--- src/rtl/pattern_sequencer.sv ---
// pattern_sequencer: playback controller for the eight-instance pattern buffer array.
//
// Walks buffers first_buf..last_buf (index wraps 7 -> 0) field by field. It drives
// one-hot buffer, buffer-view and field pointers. It also arbitrates a single
// write-back requester onto the array's field write port. Every output comes
// straight from a flop.
//
// Optional feature: define SEQ_LOOP_EN to honour the loop input. When loop is set,
// the sequence restarts at first_buf after last_buf and runs until stop.
//
// Ports:
//   clk, rst_n             clock, asynchronous active-low reset
//   start, stop, pause     playback control (start/stop pulses, pause level)
//   first_buf, last_buf    buffer range of the sequence
//   field_last             last field index per buffer (clamped to buffer_size-1)
//   loop                   repeat the sequence (SEQ_LOOP_EN builds only)
//   wr_req/wr_field/wr_data  write-back request, held until wr_ack
//   bufp, buffer_select    one-hot current buffer (identical)
//   fieldp, fieldp2        one-hot read field pointer (identical copies)
//   fieldwp, field_in, field_write  array write port
//   wr_ack, wr_err         write acknowledge / rejected-write pulses
//   busy, done             running flag, end-of-sequence pulse
module pattern_sequencer #(
    parameter int unsigned BufferSize  = 22,
    parameter int unsigned BufferWidth = 8
) (
    input  logic                   clk,
    input  logic                   rst_n,
    input  logic                   start,
    input  logic                   stop,
    input  logic                   pause,
    input  logic [2:0]             first_buf,
    input  logic [2:0]             last_buf,
    input  logic [4:0]             field_last,
    input  logic                   loop,
    input  logic                   wr_req,
    input  logic [4:0]             wr_field,
    input  logic [BufferWidth-1:0] wr_data,
    output logic [7:0]             bufp,
    output logic [7:0]             buffer_select,
    output logic [BufferSize-1:0]  fieldp,
    output logic [BufferSize-1:0]  fieldp2,
    output logic [BufferSize-1:0]  fieldwp,
    output logic [BufferWidth-1:0] field_in,
    output logic                   field_write,
    output logic                   wr_ack,
    output logic                   wr_err,
    output logic                   busy,
    output logic                   done
);

    localparam logic [4:0]            FieldCount = 5'(BufferSize);
    localparam logic [4:0]            FieldMax   = 5'(BufferSize - 1);
    localparam logic [BufferSize-1:0] FieldOne   = BufferSize'(1);

    typedef enum logic [0:0] {StIdle, StRun} state_e;

    state_e     state_q, state_d;
    logic [2:0] buf_idx_q, buf_idx_d;
    logic [4:0] field_idx_q, field_idx_d;
    logic       stop_pend_q, stop_pend_d;
    logic       done_d;

    logic [7:0]             bufp_q, buffer_select_q;
    logic [BufferSize-1:0]  fieldp_q, fieldp2_q, fieldwp_q;
    logic [BufferWidth-1:0] field_in_q;
    logic                   field_write_q, wr_ack_q, wr_err_q, busy_q, done_q;

    logic       loop_en;
    logic [4:0] field_last_c;
    logic       at_last;
    logic       accept;
    logic       wr_in_range;

`ifdef SEQ_LOOP_EN
    assign loop_en = loop;
`else
    logic unused_loop;
    assign unused_loop = loop;
    assign loop_en     = 1'b0;
`endif

    assign field_last_c = (field_last > FieldMax) ? FieldMax : field_last;
    assign at_last      = (field_idx_q == field_last_c);

    // Blocking the advancing last-field cycle makes a write land in the buffer that was
    // current when it was accepted.
    assign accept      = (state_q == StRun) && wr_req && !wr_ack_q && !(!pause && at_last);
    assign wr_in_range = (wr_field < FieldCount);

    always_comb begin
        state_d     = state_q;
        buf_idx_d   = buf_idx_q;
        field_idx_d = field_idx_q;
        stop_pend_d = stop_pend_q;
        done_d      = 1'b0;
        unique case (state_q)
            StIdle: begin
                if (start) begin
                    state_d     = StRun;
                    buf_idx_d   = first_buf;
                    field_idx_d = '0;
                    stop_pend_d = 1'b0;
                end
            end
            StRun: begin
                if (stop) begin
                    stop_pend_d = 1'b1;
                end
                if (!pause) begin
                    if (at_last) begin
                        if (stop_pend_q || ((buf_idx_q == last_buf) && !loop_en)) begin
                            // Pointers keep showing the final buffer/field while idle.
                            state_d     = StIdle;
                            done_d      = 1'b1;
                            stop_pend_d = 1'b0;
                        end else begin
                            field_idx_d = '0;
                            buf_idx_d   = (buf_idx_q == last_buf) ? first_buf
                                                                  : buf_idx_q + 3'd1;
                        end
                    end else begin
                        field_idx_d = field_idx_q + 5'd1;
                    end
                end
            end
            default: state_d = StIdle;
        endcase
    end

    always_ff @(posedge clk or negedge rst_n) begin
        if (!rst_n) begin
            state_q         <= StIdle;
            buf_idx_q       <= '0;
            field_idx_q     <= '0;
            stop_pend_q     <= 1'b0;
            bufp_q          <= 8'b0000_0001;
            buffer_select_q <= 8'b0000_0001;
            fieldp_q        <= FieldOne;
            fieldp2_q       <= FieldOne;
            fieldwp_q       <= '0;
            field_in_q      <= '0;
            field_write_q   <= 1'b0;
            wr_ack_q        <= 1'b0;
            wr_err_q        <= 1'b0;
            busy_q          <= 1'b0;
            done_q          <= 1'b0;
        end else begin
            state_q         <= state_d;
            buf_idx_q       <= buf_idx_d;
            field_idx_q     <= field_idx_d;
            stop_pend_q     <= stop_pend_d;
            // Pointers are decoded from next-state indices so the one-hot fanout is flopped.
            bufp_q          <= 8'b0000_0001 << buf_idx_d;
            buffer_select_q <= 8'b0000_0001 << buf_idx_d;
            fieldp_q        <= FieldOne << field_idx_d;
            fieldp2_q       <= FieldOne << field_idx_d;
            fieldwp_q       <= (accept && wr_in_range) ? (FieldOne << wr_field) : '0;
            if (accept && wr_in_range) begin
                field_in_q <= wr_data;
            end
            field_write_q   <= accept && wr_in_range;
            wr_ack_q        <= accept;
            wr_err_q        <= accept && !wr_in_range;
            busy_q          <= (state_d == StRun);
            done_q          <= done_d;
        end
    end

    assign bufp          = bufp_q;
    assign buffer_select = buffer_select_q;
    assign fieldp        = fieldp_q;
    assign fieldp2       = fieldp2_q;
    assign fieldwp       = fieldwp_q;
    assign field_in      = field_in_q;
    assign field_write   = field_write_q;
    assign wr_ack        = wr_ack_q;
    assign wr_err        = wr_err_q;
    assign busy          = busy_q;
    assign done          = done_q;

endmodule

--- config.mk ---
export PLATFORM = sky130hd
export DESIGN_NAME = pattern_sequencer
export DESIGN_NICKNAME = d
export VERILOG_FILES = /design/src/rtl/pattern_sequencer.sv
export SDC_FILE = /design/constraint.sdc
export NUM_CORES = 1
export LEC_CHECK = 0
export ABC_AREA = 1
export CAP_MARGIN = 20
export CORE_MARGIN = 5
export CORE_UTILIZATION = 40
export DETAILED_ROUTE_END_ITERATION = 16
export GPL_TIMING_DRIVEN = 0
export PLACE_DENSITY = 0.79
export SETUP_SLACK_MARGIN = 0.5
export SYNTH_ARGS = -nofsm -noshare
export SYNTH_HDL_FRONTEND = slang
export SYNTH_SLANG_ARGS = --single-unit
--- constraint.sdc ---
create_clock -name clk -period 1.6 [get_ports clk]
set_input_delay 0.32 -clock clk [delete_from_list [all_inputs] [get_ports clk]]
set_output_delay 0.32 -clock clk [all_outputs]
set_load 0.01 [all_outputs]
# [Word level (Yosys, flattened, before mapping)]
# Index checks and enable logic that the tools add are counted.
[classes] n_bitwise=1 eq_ne=3 shift=3 reduce_logical=11 n_mux=28 order_cmp=2 addsub=2
[ops] operator="<< shifter 1 x 5 -> 22 bit, first input constant" n=2
[ops] operator="two-way mux 5 bit" n=5
[ops] operator="two-way mux 22 bit" n=1
[ops] operator="two-way mux 3 bit" n=5
[ops] operator="two-way mux 1 bit" n=13
[ops] operator="one-hot mux 5 bit (2 select lines)" n=1
[ops] operator="<< shifter 1 x 3 -> 8 bit, first input constant" n=1
[ops] operator="logical AND 1 bit" n=6
[ops] operator="one-hot mux 3 bit (2 select lines)" n=1
[ops] operator="adder 5 x 1 -> 5 bit, second input constant" n=1
[ops] operator="equality test 5 bit" n=1
[ops] operator="> comparator 5 bit, second input constant" n=1
[ops] operator="< comparator 5 bit, second input constant" n=1
[ops] operator="zero test 1 bit" n=4
[ops] operator="one-hot mux 1 bit (2 select lines)" n=2
[ops] operator="adder 3 x 1 -> 3 bit, second input constant" n=1
[ops] operator="equality test 3 bit" n=1
[ops] operator="!= test 2 bit, second input constant" n=1
[ops] operator="logical OR 1 bit" n=1
[ops] operator="inverter 1 bit" n=1
[word_totals] inputBits=31 regBits=74

# [Depth between registers and ports, before layout]
# Gate-level depths: netlist of the first run.
[logic_depth] word_depth=8 ltp_mapped=16 mapped_depth_nobuf=16

# [Least setup slack after synthesis of the first run]
# No wires, ideal clock.
[synth_path] path_kind="register to register" from="reg field_idx_q[3]" to="reg fieldwp_q[16], in the netlist fieldwp[16]" arrival_time_ns=1.482 slack_ns=-0.004 t_required_ns=1.479 path_stages_with_launch=13 setup_time_ns=0.121 period_less_slack_ns=1.604 cell_sequence="dfrtp_1 -> inv_1 -> nand3_2 -> nand2_1 -> nor2_2 -> nand2_2 -> nor2_4 -> nand3_2 -> nand2_1 -> nor2_1 -> buf_4 -> nand2_1 -> nor2_1"
[synth_via] elab_chain_len=6
[synth_lines] item="start, declared" line="60" rtl="logic [4:0] field_idx_q, field_idx_d;"
[synth_lines] item="start signal, assigned" line="151" rtl="field_idx_q <= field_idx_d;"
[synth_lines] item="equality test 5 bit" line="84" rtl="assign at_last = (field_idx_q == field_last_c);"
[synth_lines] item="logical AND 1 bit" line="88" rtl="assign accept = (state_q == StRun) && wr_req && !wr_ack_q && !(!pause && at_last);"
[synth_lines] item="zero test 1 bit" line="88"
[synth_lines] item="logical AND 1 bit" line="88"
[synth_lines] item="logical AND 1 bit" line="158" rtl="fieldwp_q <= (accept && wr_in_range) ? (FieldOne << wr_field) : '0;"
[synth_lines] item="two-way mux 22 bit" line="158"
[synth_lines] item="end signal, assigned" line="158"
[synth_lines] item="end, declared" line="65" rtl="logic [BufferSize-1:0] fieldp_q, fieldp2_q, fieldwp_q;"
# Every way passes these cells.
# A chain may end at the register's enable or synchronous reset.

# [Worst setup path after layout of the first run]
[layout_path] from="reg field_idx_q[4]" to="reg fieldp2_q[3], in the netlist fieldp2[3]"
[layout_via] elab_chain_len=5 elab_cells_between_ends=8 classes_between="1 x add/sub; 1 x eq/ne; 1 x shift; 5 x mux"
[layout_lines] item="equality test 5 bit" line="84"
[layout_lines] item="two-way mux 5 bit" line="111" rtl="if (at_last) begin"
[layout_lines] item="two-way mux 5 bit" line="110" rtl="if (!pause) begin"
[layout_lines] item="one-hot mux 5 bit (2 select lines)" line="97" rtl="unique case (state_q)"
[layout_lines] item="named net field_idx_d[1]" line="60"
[layout_lines] item="<< shifter 1 x 5 -> 22 bit" line="157" rtl="fieldp2_q <= FieldOne << field_idx_d;"
[layout_lines] item="end signal, assigned" line="140" rtl="fieldp2_q <= FieldOne;"
[layout_lines] item="end signal, assigned" line="157"
[layout_lines] item="end, declared" line="65"
# The timed path passes the listed nets, and every way through them passes these cells.

==> metrics.csv, run 1 <==
stage,metric,value,unit
timing,fin_ws,-0.3251,ns
pwr,seq_power_share,0.287,
route,viasPerCell,4.728,
worst_setup_path,r2r_slack,-0.33,ns
worst_setup_path,slowest_stage,dfrtp_2,
placed_design,gp_congestion,0.8773,
grt,grt_pass1_wl,14.57,mm
pwr,p_int,5.568,mW
logic_synthesis,synthCells,380,
job,max_cap_viol_count,0,
run_status,status,"finished, violations left",
route,wl_met3,787,um
pwr,clkPwrFrac,0.178,
logic_synthesis,ys_warn_count,0,
run_status,violations,setup timing,
pwr,fin_total_pwr,9.352,mW
worst_setup_path,cp.arrival,2.20,ns
route,highest_layer,met4,
grt,grt_max_degree,75,
worst_setup_path,crit_chain,"xor2_1, nor2_2, nand2_2, nor2_4, buf_6, nand2_4, nand3_1, nand3_2, nand2_4, nand3_2, nor2_2",
logic_synthesis,yosys.area.top_type,dfrtp_1,
timing,hold_violations,0,
floorplan,ioPinCount,126,
worst_setup_path,r2r_cells,11,
timing,setup_viol,73,
worst_setup_path,slowest_delay,0.43,ns
cells_and_area,syn_to_final_growth,65.76,%
floorplan,rows,33,
timing,report.final.slew_viol_count,0,
worst_setup_path,crit_buf_inv,1,
route,drtIter0Drc,84,
clock_network,root_buffer,clkbuf_8,
pwr,p_sw,3.784,mW
timing,skew,0.009412,ns
floorplan,core,0.008217,mm^2
hold_path,worstHoldPathType,input pin to asynchronous set/reset pin,
pwr,power-per-cell-area,1674,mW/mm^2
floorplan,die_area,0.01036,mm^2
timing,rsz0062_at_grt,yes,
worst_setup_path,worstSetupPathType,flip-flop to flip-flop,
logic_synthesis,syn-cell-area,0.003369,mm^2
grt,grt_overflow,0,
clock_network,cts_hold_buf,0,
clock_network,cts_inserted_buffers,9,
pwr,peakVddDrop,798.5,uV
worst_setup_path,crit_family,simple AND/OR/NAND/NOR gates,
grt,grt_pass1_vias,3047,
worst_setup_path,cp.required,1.87,ns
cells_and_area,drive_above_1_share,0.5101,
clock_network,tritoncts,yes,
floorplan,fp.dieH,101.8,um
route,met2_length,4.959,mm
timing,worstMarginPinSlew,0.8902,ns
pwr,p_comb_frac,0.534,
logic_synthesis,synth_area_leaders,"dfrtp_1, nand2_1, nor2_1",
worst_setup_path,worstPathMaxFanout,7,
logic_synthesis,syn_area_per_cell,8.867,um^2
timing,setup_tns,-16.33,ns
timing,fmax,519.5,MHz
placed_design,dp_hpwl,6.336,mm
placed_design,portBuffers,123,
route,dr.pass1.iters,5,
logic_synthesis,yosys_register_bits,74,
route,ant_nets,0,
grt,grt_use_total,0.1783,
clock_network,clkSinkCount,74,
floorplan,initial_utilization,0.4101,
placed_design,pre_cts_slack,-0.7653,ns
logic_synthesis,syn_nets,413,
route,routed_wl,9.199,mm
pwr,p_leak,2.836,nW
route,vias,3064,
timing,fin_crit_sh,1.203,
worst_setup_path,timing.rr.start,field_idx_q[4],
logic_synthesis,synth_top_area_share,0.5347,
cells_and_area,n_antenna_cell,0,
clock_network,path_clk_slew,0.08,ns
clock_network,clk_latency,0.34,ns
timing,post-route-min-period,1.925,ns
logic_synthesis,ys_seq_area_frac,0.5503,
cells_and_area,final_nets,571,
floorplan,fp.dieW,101.8,um
logic_synthesis,synth_cell_type_count,31,
worst_setup_path,cp-start-kind,flip-flop,
pwr,swShare,0.4046,
route,post-route-drc-count,0,
timing,relSlewSlack,0.4065,
worst_setup_path,reg2reg_to,fieldp2[3],
clock_network,clk_path_buf_depth,2,
grt,antenna_found_initial,0,
route,wl_met1,3.273,mm
worst_setup_path,cp-end-kind,flip-flop,
route,wl_per_cell,14.20,um
clock_network,htreeDepth,3,
power by group through the flow:
stage / combinational [mW] / clock [mW] / sequential, mW
global route: 5.38 / 1.80 / 2.74
floorplan: 2.06 / 0 / 2.74
detailed placement: 3.73 / 0 / 2.63
global placement: 3.64 / 0 / 2.62
CTS: 4.31 / 1.69 / 2.64
finish: 5.00 / 1.67 / 2.69
registers in the layout, summed over array words and instances (netlist names):
register,flops
field_write,1
wr_err,1
field_idx_q,5
buf_idx_q,3
field_in,8
busy,1
wr_ack,1
done,1
fieldp2,22
fieldwp,22
stop_pend_q,1
buffer_select,8
placed cells by master (no fill, tap or decap), types with 10 or more instances in the layout:
cell and count:
buf_6 96, dfrtp_1 69, nand2_1 62, nor2_1 45
buf_2 38, nand2_2 27, inv_1 23, clkdlybuf4s50_1 23
nor2_2 16, nand3_1 16, buf_4 16, nand3_2 13
nor2_4 11, clkbuf_8 10
routing by layer:
layer,vias up,GRT usage
li1,1464,-
met1,1466,0.1967
met2,114,0.3134
met3,20,0.06956
met5,-,0
met4,0,0.06033
worst reg2reg max path, cell delays in order (launching register included):
cell and delay (ns):
dfrtp_2 0.43, xor2_1 0.15, nor2_2 0.14, nand2_2 0.08, nor2_4 0.15, buf_6 0.13
nand2_4 0.07, nand3_1 0.10, nand3_2 0.11, nand2_4 0.16, nand3_2 0.17, nor2_2 0.15
how the worst max path moves through the flow:
stage	startpoint	to	slack, ns	cells past startpoint
6_report	field_idx_q[4]	fieldp2[3]	-0.33	11
5_1_grt	field_idx_q[4]	fieldp2[7]	-0.47	11
4_1_cts	field_idx_q[3]	fieldp2[5]	-0.28	15
3_5_place_dp	field_last[1]	fieldp2[21]	-0.77	13
3_3_place_gp	rst_n	fieldwp[1]	-2.11	1
2_1_floorplan	field_idx_q[4]	fieldp2[18]	0.03	10
cells by family after synthesis:
family | count (synthesis) | share of synthesized area
adders and majority gates | 2 | 0.007425
and+or+nand+nor | 212 | 0.2800
DFF | 74 | 0.5503
buffers and inverters | 70 | 0.1133
xor gates and xnor gates | 6 | 0.01560
AOI/OAI and AO/OA | 16 | 0.03342
what timing repair did:
item | in CTS | in global routing
resized for setup | 526 | 58
setup buffers | 15 | 8
cloned | 1 | 0
endpoints found under the setup margin | 169 | 169
pin swaps | 41 | 17
cell usage after synthesis:
master,count
a21oi_1,5
a21oi_2,2
a21oi_4,1
and2_1,1
buf_4,31
clkbuf_1,2
clkinv_1,1
dfrtp_1,72
dfstp_2,2
ha_1,2
inv_1,33
inv_2,2
inv_4,1
nand2_1,89
nand2_2,8
nand2_4,4
nand3_1,30
nand3_2,3
nand4_1,3
nor2_1,65
nor2_2,5
nor2_4,2
nor3_1,1
nor4_1,1
o21ai_0,2
o21ai_1,1
o21ai_2,2
o22a_1,1
o22ai_1,2
xnor2_1,4
xor2_1,2
layout make-up:
class | instances | area (um^2)
Buffer | 33 | 357.8
Clock buffer | 10 | 137.6
Clock inverter | 6 | 97.59
Fill cell | 615 | 2631
Inverter | 37 | 156.4
Multi-Input combinational cell | 236 | 1519
Sequential cell | 74 | 1858
Tap cell | 105 | 131.4
Timing Repair Buffer | 147 | 1328
stage by stage:
step,area (um^2),hold WS [ns],util,instances
6_report,5585,0.08048,0.6798,648
3_5_place_dp,4775,0.4594,0.5811,608
2_1_floorplan,3415,0.02441,-,380
4_1_cts,5269,0.1278,0.6412,640
5_1_grt,5585,0.1537,0.6798,648
3_3_place_gp,4777,0.4538,0.5814,608
(Power assumes the default switching activity.)
==> run 2: changes to the inputs <==
--- a/config.mk
+++ b/config.mk
@@ -13,6 +13,7 @@
 export GPL_TIMING_DRIVEN = 0
 export PLACE_DENSITY = 0.79
 export SETUP_SLACK_MARGIN = 0.5
+export SLEW_MARGIN = 20
 export SYNTH_ARGS = -nofsm -noshare
 export SYNTH_HDL_FRONTEND = slang
 export SYNTH_SLANG_ARGS = --single-unit
==> constraint.sdc (replaced) <==
create_clock -name clk -period 1.72 [get_ports clk]
set_input_delay 0.344 -clock clk [delete_from_list [all_inputs] [get_ports clk]]
set_output_delay 0.344 -clock clk [all_outputs]
set_load 0.01 [all_outputs]
==> metrics.csv, run 2 (synthesized netlist as in run 1, its figures left out) <==
stage,metric,value,unit
grt,grt_pass1_wl,14.76,mm
worst_setup_path,cp-start-kind,flip-flop,
worst_setup_path,worstPathMaxFanout,7,
worst_setup_path,crit_family,simple AND/OR/NAND/NOR gates,
route,drtIter0Drc,127,
placed_design,dp_hpwl,6.661,mm
cells_and_area,layout_common_cells,"buf_6, dfrtp_1, nand2_1",
worst_setup_path,slowest_delay,0.39,ns
floorplan,core,0.008217,mm^2
cells_and_area,multi_input_area,0.001461,mm^2
cells_and_area,n_antenna_cell,0,
placed_design,post_dp_cell_area,0.004830,mm^2
clock_network,root_buffer,clkbuf_8,
run_status,status,"finished, violations left",
placed_design,gp_congestion,0.8504,
clock_network,cts_inserted_buffers,9,
worst_setup_path,crit_buf_inv,1,
worst_setup_path,slowest_stage,dfrtp_1,
route,ant_nets,0,
cells_and_area,drive_above_1_share,0.4880,
floorplan,fp.dieH,101.8,um
route,dr.pass1.iters,4,
clock_network,clk_path_buf_depth,2,
cells_and_area,regArea,0.001857,mm^2
clock_network,tritoncts,yes,
timing,fin_crit_sh,1.097,
timing,report.final.slew_viol_count,0,
timing,worstMarginPinSlew,0.4794,ns
cells_and_area,syn_to_final_growth,62.90,%
hold_path,worstHoldPathType,flip-flop to flip-flop,
timing,post-route-min-period,1.888,ns
clock_network,htreeDepth,3,
grt,antenna_found_initial,0,
timing,fmax,529.8,MHz
route,viasPerCell,4.826,
route,post-route-drc-count,0,
timing,fin_hold_ws,0.4810,ns
cells_and_area,final_nets,572,
timing,rsz0062_at_grt,yes,
pwr,p_leak,2.869,nW
timing,skew,0.01927,ns
floorplan,fp.dieW,101.8,um
cells_and_area,design_area,0.005489,mm^2
worst_setup_path,cp.required,1.96,ns
route,wl_per_cell,15.21,um
worst_setup_path,setup.worst_path.start,field_idx_q[4],
job,max_cap_viol_count,0,
worst_setup_path,crit_chain,"xor2_1, nor2_2, nand2_2, nor2_4, nand2_4, nand3_1, nand3_2, nand2_4, inv_2, nand3_2, nor2_1",
route,vias,3127,
clock_network,path_clk_slew,0.09,ns
worst_setup_path,worstSetupPathType,flip-flop to flip-flop,
cells_and_area,final_common_cell,buf_6,
worst_setup_path,cp.arrival,2.13,ns
route,routed_wl,9.854,mm
worst_setup_path,timing.rr.start,field_idx_q[4],
floorplan,ioPinCount,126,
placed_design,portBuffers,123,
clock_network,clk_latency,0.35,ns
grt,grt_overflow,0,
cells_and_area,nFillCells,624,
grt,grt_pass1_vias,3126,
timing,relSlewSlack,0.6804,
clock_network,clkSinkCount,74,
pwr,power-per-cell-area,1537,mW/mm^2
floorplan,rows,33,
floorplan,initial_utilization,0.4101,
grt,grt_max_degree,40,
floorplan,die_area,0.01036,mm^2
hold_path,min_from,field_in[3],
timing,fin_ws,-0.1676,ns
worst_setup_path,r2r_slack,-0.17,ns
pwr,peakVddDrop,737.9,uV
timing,setup_viol,58,
run_status,violations,setup timing,
worst_setup_path,cp-end-kind,flip-flop,
grt,grt_use_total,0.1807,
timing,hold_violations,0,
-- run 2: changes by cell type in the layout (fill, tap and decap cells not counted), moves of 5 or more --
cell     change
buf_2        +5
nand2_4      +7
nand2_2      -9
nor2_1       +7
nand2_1      +5
-- run 2: cell type report --
cell class / count / share of cell area
Tap cell: 105 / 0.02393
Inverter: 37 / 0.02644
Clock buffer: 9 / 0.02257
Buffer: 33 / 0.06519
Multi-Input combinational cell: 236 / 0.2662
Sequential cell: 74 / 0.3383
Timing Repair Buffer: 148 / 0.2409
Clock inverter: 6 / 0.01641
-- run 2: metrics by stage --
stage	TNS (ns)	worst slack, ns	power (mW)	utilization	std cells
2_1_floorplan	0	0.1462	4.469	-	380
3_3_place_gp	-187.15	-2.063	5.845	0.5857	608
3_5_place_dp	-37.96	-0.6728	5.955	0.5878	609
4_1_cts	-2.281	-0.08918	7.878	0.6338	641
5_1_grt	-10.22	-0.2917	8.926	0.6680	648
6_report	-4.510	-0.1676	8.435	0.6680	648
-- run 2: worst paths after layout --
kind,end,cells after the start
setup reg to reg,fieldp2[17],11
max in group asynchronous,fieldp2[7],3
setup / recovery,fieldp2[17],11
min in group asynchronous,buffer_select[6],2
hold / removal,field_in[3],2
hold reg to reg,field_in[3],2
-- run 2: per-layer routing --
metal / global-route usage / part of all wire / vias to the layer above
li1: - / - / 1473
met4: 0.07566 / 0.023 / 0
met3: 0.04614 / 0.066 / 22
met5: 0 / 0 / -
met2: 0.3159 / 0.55 / 107
met1: 0.2102 / 0.36 / 1525
-- run 2: worst reg2reg max path, stage by stage, from the launching register on --
cell	delay, ns
dfrtp_1	0.39
xor2_1	0.15
nor2_2	0.15
nand2_2	0.08
nor2_4	0.20
nand2_4	0.13
nand3_1	0.15
nand3_2	0.12
nand2_4	0.15
inv_2	0.09
nand3_2	0.12
nor2_1	0.07
-- run 2: where the power goes --
part / switching (mW) / internal [mW] / leakage (nW)
sequential: 0.340 / 2.14 / 0.969
clock: 0.653 / 0.814 / 0.106
combinational: 2.44 / 2.05 / 1.79
-- run 2: timing repair --
item,CTS,global route
endpoints found under the hold margin,33,0
pin swaps,11,9
setup endpoints to repair,169,158
hold buffers,1,0
cloned,1,0
setup buffers,15,7
gates resized for setup,494,58
==> run 3: changes to the inputs <==
--- a/config.mk
+++ b/config.mk
@@ -13,7 +13,7 @@
 export GPL_TIMING_DRIVEN = 0
 export PLACE_DENSITY = 0.79
 export SETUP_SLACK_MARGIN = 0.5
-export SLEW_MARGIN = 20
+export SLEW_MARGIN = 10
 export SYNTH_ARGS = -nofsm -noshare
 export SYNTH_HDL_FRONTEND = slang
 export SYNTH_SLANG_ARGS = --single-unit
==> results of run 3 <==
Final layout, timing and power as in run 2 (identical DEF).
